==> config.mk <==
export PLATFORM = sky130hd
export DESIGN_NAME = fs4_serial_flat
export DESIGN_NICKNAME = d
export VERILOG_FILES = /design/src/rtl/fs4_serial_pkg.sv /design/src/rtl/fs4_serial_if.sv /design/src/rtl/fs4_serial_fs.sv /design/src/rtl/fs4_serial.sv /design/src/flat_wrapper.sv
export SDC_FILE = /design/constraint.sdc
export NUM_CORES = 1
export LEC_CHECK = 0
export CAP_MARGIN = 40
export CORE_AREA = 8 8 49 51
export CTS_BUF_LIST = sky130_fd_sc_hd__clkbuf_4 sky130_fd_sc_hd__clkbuf_8 sky130_fd_sc_hd__clkbuf_16
export DETAILED_ROUTE_END_ITERATION = 12
export DIE_AREA = 0 0 57 59
export PLACE_DENSITY_LB_ADDON = 0.12
export SLEW_MARGIN = 30
export SYNTH_ARGS = -nofsm -noshare
export SYNTH_HDL_FRONTEND = slang
export SYNTH_HIERARCHICAL = 1
export SYNTH_SLANG_ARGS = --single-unit
==> constraint.sdc <==
create_clock -name clk -period 2.19 [get_ports clk]
set_clock_uncertainty 0.1 [all_clocks]
set_input_delay 0.438 -clock clk [delete_from_list [all_inputs] [get_ports clk]]
set_output_delay 0.438 -clock clk [all_outputs]
set_load 0.1 [all_outputs]
==> src/rtl/fs4_serial_pkg.sv <==
// Shared constants and types for the bit-serial subtractor.
// State encoding is fixed so other arithmetic blocks can decode it directly.
package fs4_serial_pkg;

    localparam int FS_WIDTH = 4;

    typedef enum logic [1:0] {
        IDLE  = 2'd0,
        SHIFT = 2'd1,
        DONE  = 2'd2
    } state_t;

endpackage

==> src/rtl/fs4_serial_if.sv <==
// Request/result bundle for fs4_serial: operands and start in, status and result out.
interface fs4_serial_if
    import fs4_serial_pkg::*;
#(
    parameter int WIDTH = FS_WIDTH
);
    logic             start;
    logic [WIDTH-1:0] a;
    logic [WIDTH-1:0] b;
    logic             bi;
    logic             busy;
    logic             done;
    logic [WIDTH-1:0] d;
    logic             bo;

    modport master (
        output start, a, b, bi,
        input  busy, done, d, bo
    );

    modport slave (
        input  start, a, b, bi,
        output busy, done, d, bo
    );
endinterface

==> src/rtl/fs4_serial_fs.sv <==
// 1-bit full subtractor cell: d = a - b - bi, bo = borrow out.
// Purely combinational, no state and no flow control.
module fs (
    output logic d,
    output logic bo,
    input  logic a,
    input  logic b,
    input  logic bi
);
    assign d  = a ^ b ^ bi;
    assign bo = (~a & b) | (~(a ^ b) & bi);
endmodule

==> src/rtl/fs4_serial.sv <==
// Bit-serial subtractor {bo,d} = a - b - bi, LSB first through one fs cell.
// Latency: WIDTH cycles busy after the accepting edge, then a 1-cycle done pulse.
// Backpressure: start is ignored while busy; it is accepted in IDLE and in DONE.
module fs4_serial
    import fs4_serial_pkg::*;
#(
    parameter int WIDTH = FS_WIDTH
) (
    input  logic         clk,
    input  logic         rst,
    fs4_serial_if.slave  bus
);
    localparam int CW = $clog2(WIDTH);

    state_t           state, state_nxt;
    logic [CW-1:0]    cnt;
    logic [WIDTH-1:0] a_sr;
    logic [WIDTH-1:0] b_sr;
    logic             br;
    logic [WIDTH-1:0] d_q;
    logic             bo_q;
    logic             load;
    logic             step;
    logic             last;
    logic             di;
    logic             br_nxt;

    fs u_fs (
        .d  (di),
        .bo (br_nxt),
        .a  (a_sr[0]),
        .b  (b_sr[0]),
        .bi (br)
    );

    assign last = (cnt == CW'(WIDTH - 1));

    always_comb begin
        state_nxt = state;
        load      = 1'b0;
        step      = 1'b0;
        case (state)
            IDLE: begin
                if (bus.start) begin
                    load      = 1'b1;
                    state_nxt = SHIFT;
                end
            end
            SHIFT: begin
                step = 1'b1;
                if (last) state_nxt = DONE;
            end
            DONE: begin
                if (bus.start) begin
                    load      = 1'b1;
                    state_nxt = SHIFT;
                end else begin
                    state_nxt = IDLE;
                end
            end
            default: state_nxt = IDLE;
        endcase
    end

    // Difference bits enter the minuend register at the MSB as its LSBs are
    // consumed, so after WIDTH steps it holds the result.
    always_ff @(posedge clk) begin
        if (rst) begin
            state <= IDLE;
            cnt   <= '0;
            a_sr  <= '0;
            b_sr  <= '0;
            br    <= 1'b0;
            d_q   <= '0;
            bo_q  <= 1'b0;
        end else begin
            state <= state_nxt;
            if (load) begin
                a_sr <= bus.a;
                b_sr <= bus.b;
                br   <= bus.bi;
                cnt  <= '0;
            end else if (step) begin
                a_sr <= {di, a_sr[WIDTH-1:1]};
                b_sr <= b_sr >> 1;
                br   <= br_nxt;
                cnt  <= cnt + CW'(1);
                if (last) begin
                    d_q  <= {di, a_sr[WIDTH-1:1]};
                    bo_q <= br_nxt;
                end
            end
        end
    end

    assign bus.busy = (state == SHIFT);
    assign bus.done = (state == DONE);
    assign bus.d    = d_q;
    assign bus.bo   = bo_q;
endmodule

==> src/flat_wrapper.sv <==
// flat-port wrapper written by rule: the top's interface ports become plain ports
module fs4_serial_flat import fs4_serial_pkg::*;
#(
    parameter int WIDTH = FS_WIDTH
)
  (clk, rst, bus_start, bus_a, bus_b, bus_bi, bus_busy, bus_done, bus_d, bus_bo);
  fs4_serial_if #(.WIDTH(WIDTH)) bus_i ();
  input  logic clk;
  input  logic rst;
  input wire logic [$bits(bus_i.start)-1:0] bus_start;
  input wire logic [$bits(bus_i.a)-1:0] bus_a;
  input wire logic [$bits(bus_i.b)-1:0] bus_b;
  input wire logic [$bits(bus_i.bi)-1:0] bus_bi;
  output wire logic [$bits(bus_i.busy)-1:0] bus_busy;
  output wire logic [$bits(bus_i.done)-1:0] bus_done;
  output wire logic [$bits(bus_i.d)-1:0] bus_d;
  output wire logic [$bits(bus_i.bo)-1:0] bus_bo;
  assign bus_i.start = bus_start;
  assign bus_i.a = bus_a;
  assign bus_i.b = bus_b;
  assign bus_i.bi = bus_bi;
  assign bus_busy = bus_i.busy;
  assign bus_done = bus_i.done;
  assign bus_d = bus_i.d;
  assign bus_bo = bus_i.bo;
  fs4_serial #(.WIDTH(WIDTH)) u_core (.clk(clk), .rst(rst), .bus(bus_i));
endmodule
==> results.md, run 1 <==
- RSZ-0062 raised after global routing: false
- FF+latch count, synth: 18
- Primary FF master, synth: dfxtp_1
- LEAKAGE: 0.000370 uW
- Placed cell count: 115
- Post-CTS Setup Bufs: 0
- Die extent in y: 59 um
- DIE WIDTH: 57 um
- Tcrit/Tclk final: 87.1%
- Placer's final routability congestion estimate: approximately 0.74
- Finished layout cell area: about 970 sq um
- Crit start category: flip-flop
- Synth Cell Area: 768 sq um
- Initial Utilization: 46.5%
- CTS resizes: 0
- Setup TNS: 0 ps
- DRC viols: 0
- Vias in the first global route: around 560
- DR vias/cell: 5.38
- Crit path required time: 1650 ps
- Maximum buffer depth of the clock tree: 2
- Max_slew headroom: a little over half
- Critical path type: flip-flop to output pin
- Cts bufs inserted: 3
- Syn_area_per_cell: 9.04 sq um
- Register area share after synthesis: 46.9%
- Cts hold-fix bufs: 0
- Slew @ Worst Pin: 700 ps
- Layout cell share with drive strength beyond 1: approximately 18%
- Multi-input logic area: 352 sq um
- ANT cells: 0
- Latest clock arrival within the worst-skew pair: 290 ps
- Max FO, Critical Path: 15
- # fillers: 149
- R2r setup slk: 810 ps
- Core area: between 1500 and 2000 sq um
- Clock sinks: 18
- H-tree depth: 1
- Drt pass-1 iters: 4
- Number of synthesized flops with an enable pin: 0
- All-Layer GR Usage: around a tenth
- Crit path largest cell delay: 430 ps
- NumNets Final: ~120
- Setup-failing EPs final: 0
- Total grt overflow: 0
- VDD IR max: around 0.64 mV
- Cells after Synth: 85
- Final Core Density: 58.7%
- Io pins: 19
- Maxcap violations: 0
- Post-route ant nets: 0
- Die area: 3360 sq um
- # rows: 15
- Max Slew Vio Count: 0
- FMAX: 0.525 GHz
- Initial antenna violation count: 0
- IO Port Bufs: 18
- Setup crit end kind: output pin
- CTS tree: yes
- Largest net degree at the start of global routing: 19
- DR WL/cell: about 13 um
- Crit path DAT: about 1400 ps
- Non-Filler Instances: between 100 and 150
- HPWL Detailed: 1130 um
- Initial DRC count: 18
- Clk slew on worst S/H paths: around 100 ps
- Synth async-reset ratio: 0%
- Register area: roughly 360 sq um
- Syn Nets: 99
- Detailed-route wire length: 1590 um
- Slowest-stage cell, CP: dfxtp_1
- Global-route wire length before repair: 2550 um
- Yosys cell types: 24
- Pwr Density: 695 nW/um^2
- Placed Area: 933 sq um
- Status: complete, no violations
- Worst hold path type: flip-flop to flip-flop
- Via count: 640
- Synth warn: 6
- Final min period: 1910 ps
- Root buf cell: clkbuf_4
- Area Overhead vs Synth: 26.2%
- CP cell instances: nand2b_2 -> inv_4 -> buf_12
- Fin. Hold Viols: 0
[cells in the final DEF (no fill, tap or decap), types with 2 or more instances in the layout]
cell type        Yosys  routed
dfxtp_1             18      18
inv_1                3       3
buf_4                2       7
nor3_2               3       3
a22oi_1              5       5
clkbuf_4             0       3
a21oi_1             11      11
clkdlybuf4s50_1      0      11
nor2_1               3       3
nor3_1               3       3
nand3_1             11      11
o22ai_1              2       2
nand2_1              8       8
[final timing paths]
path / start / end / cells past startpoint
setup / recovery: u_core/state[0]$_SDFFE_PP0P_ / bus_busy / 3
hold / removal: u_core/bus.d[3]$_SDFFE_PP0P_ / u_core/bus.d[3]$_SDFFE_PP0P_ / 2
setup reg to reg: u_core/state[0]$_SDFFE_PP0P_ / u_core/a_sr[2]$_SDFFE_PP0P_ / 4
hold reg to reg: u_core/bus.d[3]$_SDFFE_PP0P_ / u_core/bus.d[3]$_SDFFE_PP0P_ / 2
[Yosys cell counts (2+ instances only)]
master | count | area [sq um]
nand2_1 | 8 | 30.0
a22oi_1 | 5 | 37.5
buf_4 | 2 | 15.0
dfxtp_1 | 18 | 360
nand3_1 | 11 | 55.1
o22ai_1 | 2 | 12.5
a21oi_1 | 11 | 55.1
inv_1 | 3 | 11.3
buf_2 | 3 | 15.0
nor2b_1 | 2 | 12.5
nor3_2 | 3 | 30.0
nor2_1 | 3 | 11.3
nor3_1 | 3 | 15.0
[final cells by class]
cell class / count / area share [%]
clock buffer: 4 / 3.74
inverter: 4 / 1.81
multi-input combinational: 57 / 36.3
sequential: 18 / 37.2
tap: 17 / 2.19
timing repair buffer: 19 / 18.8
[routing by layer]
| layer | share of wire [%] | wire, um | vias up | GRT usage [%] |
|---|---|---|---|---|
| met3 | 7.9 | 126 | 0 | 5.36 |
| met4 | 0 | 0 | 0 | 2.01 |
| met5 | 0 | 0 | - | 0 |
| met1 | 44 | 692 | 295 | 10.5 |
| li1 | - | - | 331 | - |
| met2 | 48 | 769 | 14 | 15.2 |
[state kept, by name (all words and copies together) (netlist names)]
register,flops
u_core/a_sr,4
u_core/b_sr,4
u_core/br,1
u_core/bus.bo,1
u_core/bus.d,4
u_core/cnt,2
u_core/state,2
[metrics by stage]
step	setup WS, ps	power (uW)	hold WS [ps]
floorplan	506	446	348
global placement	439	480	346
detailed placement	423	481	351
CTS	266	684	366
global route	189	709	388
finish	284	673	362
[critical path: cells and delay by family, from the launching register on]
family	cells	cell delay, ps
DFF	1	430
and+or+nand+nor	1	220
buffers and inverters	2	420
[report_power, final]
part           switching (uW)  internal [uW]
registers                11.8            345
logic                    63.4           52.2
clock network            99.9            101
total                     175            498
[cell families (layout without fill, tap and decap cells)]
group / count (synthesis) / after routing / synth area share (%)
and+or+nand+nor: 33 / 33 / 23.0
buffers and inverters: 10 / 27 / 7.65
DFF: 18 / 18 / 46.9
adders and majority gates: 2 / 2 / 4.23
AOI/OAI and AO/OA: 20 / 20 / 15.8
muxes: 1 / 1 / 1.30
xor gates and xnor gates: 1 / 1 / 1.14
No activity file was read; power rests on OpenSTA's default activity.
==> inputs of run 2 (changes only) <==
--- a/config.mk
+++ b/config.mk
@@ -5,6 +5,7 @@
 export SDC_FILE = /design/constraint.sdc
 export NUM_CORES = 1
 export LEC_CHECK = 0
+export ABC_CLOCK_PERIOD_IN_PS = 2190
 export CAP_MARGIN = 40
 export CORE_AREA = 8 8 49 51
 export CTS_BUF_LIST = sky130_fd_sc_hd__clkbuf_4 sky130_fd_sc_hd__clkbuf_8 sky130_fd_sc_hd__clkbuf_16
==> results of run 2 <==
Same layout as run 1: the final DEF is identical, and so are final timing and power.
==> inputs of run 3 (changes only) <==
--- a/config.mk
+++ b/config.mk
@@ -5,12 +5,13 @@
 export SDC_FILE = /design/constraint.sdc
 export NUM_CORES = 1
 export LEC_CHECK = 0
+export ABC_AREA = 1
 export ABC_CLOCK_PERIOD_IN_PS = 2190
 export CAP_MARGIN = 40
-export CORE_AREA = 8 8 49 51
+export CORE_AREA = 8 8 50 52
 export CTS_BUF_LIST = sky130_fd_sc_hd__clkbuf_4 sky130_fd_sc_hd__clkbuf_8 sky130_fd_sc_hd__clkbuf_16
 export DETAILED_ROUTE_END_ITERATION = 12
-export DIE_AREA = 0 0 57 59
+export DIE_AREA = 0 0 58 60
 export PLACE_DENSITY_LB_ADDON = 0.12
 export SLEW_MARGIN = 30
 export SYNTH_ARGS = -nofsm -noshare
==> run 3 against run 2 <==
- register-to-register slack about the same
- maximum frequency increased by 5.0%
- core utilization increased by 0.87 points
- final cell count increased by 29%
- largest cell class is now multi-input gates
- non-clock buffer count increased by 1
- worst hold slack improved by 14 ps
- first-iteration DRC count decreased by 67%
- flip-flop and latch count unchanged
- worst setup slack improved by 91 ps
- die area increased by 3.5%
- critical path depth increased by 1
==> results.md, run 3 <==
- Status: complete, no violations
- Setup crit end kind: output pin
- Largest net degree at the start of global routing: 14
- Max_slew headroom: 82.0%
- Placer's final routability congestion estimate: 0.780
- Post-CTS Setup Bufs: 0
- Total grt overflow: 0
- Drt pass-1 iters: 4
- Via count: 763
- DIE WIDTH: 58 um
- Cts bufs inserted: 3
- Post-synth top area cell: dfxtp_1
- Reg-to-Reg End: u_core/a_sr[3]$_SDFFE_PP0P_
- ANT cells: 0
- Cells after Synth: approximately 120
- Clock sinks: 18
- Core area: 1800 sq um
- Register area share after synthesis: a little over two fifths
- Most common cell after layout, fill and taps aside: nand2_1
- Die area: 3480 sq um
- Latest clock arrival within the worst-skew pair: 300 ps
- All-Layer GR Usage: ~11%
- Register area: 360 sq um
- Die extent in y: 60 um
- Cts hold-fix bufs: 0
- Critical R2R Launch: u_core/b_sr[0]$_SDFFE_PP0P_
- Vias in the first global route: 748
- Pwr Density: 648 nW/um^2
- Maximum buffer depth of the clock tree: 2
- Synth warn: 6
- H-tree depth: 1
- Crit path required time: 1650 ps
- Multi-input logic area: 392 sq um
- Global-route wire length before repair: 3150 um
- Worst hold stages: 2
- Critical path type: flip-flop to output pin
- Setup-failing EPs final: 0
- RSZ-0062 raised after global routing: false
- Initial DRC count: 6
- Root buf cell: clkbuf_4
- Detailed-route wire length: approximately 1800 um
- Max Slew Vio Count: 0
- Post-route ant nets: 0
- Yosys cell types: 19
- Io pins: 19
- IO Port Bufs: 18
- Layout cell share with drive strength beyond 1: 15.6%
- Total Power: 696 uW
- Most repeated cell in the gate-level netlist after synthesis: nand2_1
- Max FO, Critical Path: 13
- Syn Nets: 129
- Initial antenna violation count: 0
- DRC viols: 0
- WHS Endpoint: u_core/bus.bo$_SDFFE_PP0P_
- Worst hold path type: flip-flop to flip-flop
- R2r setup slk: 820 ps
- Primary FF master, synth: dfxtp_1
- VDD IR max: 0.322 mV
- Synth top area share: 42.7%
- # rows: 16
- Number of synthesized flops with an enable pin: 0
- LEAKAGE: 0.000515 uW
- Cells on worst reg2reg path: 6
- Fin. Hold Viols: 0
- Area Overhead vs Synth: 27.1%
- Crit start category: flip-flop
- CTS tree: yes
- Clk slew on worst S/H paths: 110 ps
- # fillers: 194
- Commonest cells post-synth: nand2_1, nand3_1, dfxtp_1
- Crit path DAT: 1280 ps
- Most frequent cells in the layout: nand2_1, nand3_1, dfxtp_1
- Synth async-reset ratio: 0%
- FMAX: about 0.55 GHz
- Synth area leaders: dfxtp_1, nand2_1, nand3_1
- NumNets Final: 150
- Slew @ Worst Pin: 269 ps
- CTS resizes: 0
- Hold Startpoint: u_core/bus.bo$_SDFFE_PP0P_
- DR vias/cell: 4.99
- Initial Utilization: 46.9%
- FF+latch count, synth: 18
- Maxcap violations: 0
- Syn_area_per_cell: 7.34 sq um
- Setup TNS: 0 ps
- Tcrit/Tclk final: 82.9%
- Synth Cell Area: 845 sq um
- HPWL Detailed: about 1300 um
- DR WL/cell: 11.7 um
- Final min period: about 1800 ps
==> run 3: cell types whose count changed in the layout (fill, tap and decap cells not counted), sizes merged, moves of 4 or more <==
cell   delta
nand2    +25
nor3      -4
inv      +10
a22oi     -5
nand3    +11
nor2      +4
==> run 3: worst max-delay path, stage by stage, from the launching register on <==
cell and delay [ps]:
dfxtp_1 320, inv_2 150, nand2_4 140, inv_1 170, buf_12 190
==> run 3: area by class of cell <==
class                   instances  area share, %
inverters                      15           5.59
repair buffers                 20           18.9
well taps                      18           2.10
flip-flops and latches         18           33.6
multi-input cells              78           36.5
clock buffers                   4           3.38
==> run 3: worst max-delay path by stage <==
stage / startpoint / endpoint / slack, ps / cells past startpoint
2_1_floorplan: u_core/state[0]$_SDFFE_PP0P_ / u_core/bus.bo$_SDFFE_PP0P_ / 410 / 6
3_3_place_gp: bus_start / u_core/a_sr[2]$_SDFFE_PP0P_ / 500 / 6
3_5_place_dp: bus_start / u_core/b_sr[1]$_SDFFE_PP0P_ / 470 / 5
4_1_cts: u_core/state[1]$_SDFFE_PP0P_ / bus_busy / 360 / 4
5_1_grt: u_core/state[1]$_SDFFE_PP0P_ / bus_busy / 280 / 4
6_report: u_core/state[1]$_SDFFE_PP0P_ / bus_busy / 370 / 4
==> run 3: layer usage <==
| layer | vias to the layer above | wire length [um] | GRT usage [%] | share of wire [%] |
|---|---|---|---|---|
| li1 | 403 | - | - | - |
| met1 | 332 | 848 | 14.1 | 47 |
| met2 | 24 | 810 | 17.5 | 45 |
| met3 | 4 | 114 | 3.44 | 6.4 |
| met4 | 0 | 20 | 6.29 | 1.1 |
| met5 | - | 0 | 0 | 0 |
==> run 3: through the flow <==
step                      cells  utilization, %  setup WS (ps)  hold WS, ps  cell area [sq um]
after global routing        153            59.6            280          405               1070
after detailed placement    149            57.6            469          364               1040
after CTS                   153            59.6            357          381               1070
after floorplan             115               -            413          339                847
final                       153            59.6            375          377               1070
after global placement      149            57.6            500          353               1040
==> run 3: cell families after synthesis <==
| logic type | Yosys count | share of synthesized area [%] |
|---|---|---|
| DFF | 18 | 42.7 |
| and+or+nand+nor | 66 | 35.9 |
| adders and majority gates | 2 | 3.85 |
| xor gates and xnor gates | 1 | 1.04 |
| AOI/OAI and AO/OA | 9 | 5.33 |
| buffers and inverters | 19 | 11.3 |
==> run 3: power breakdown <==
| group | switching (uW) | total, uW | internal (uW) | leakage (uW) |
|---|---|---|---|---|
| registers | 12.8 | 359 | 346 | 0.000147 |
| clock network | 106 | 207 | 101 | 0.0000210 |
| logic | 74.0 | 130 | 56.1 | 0.000347 |
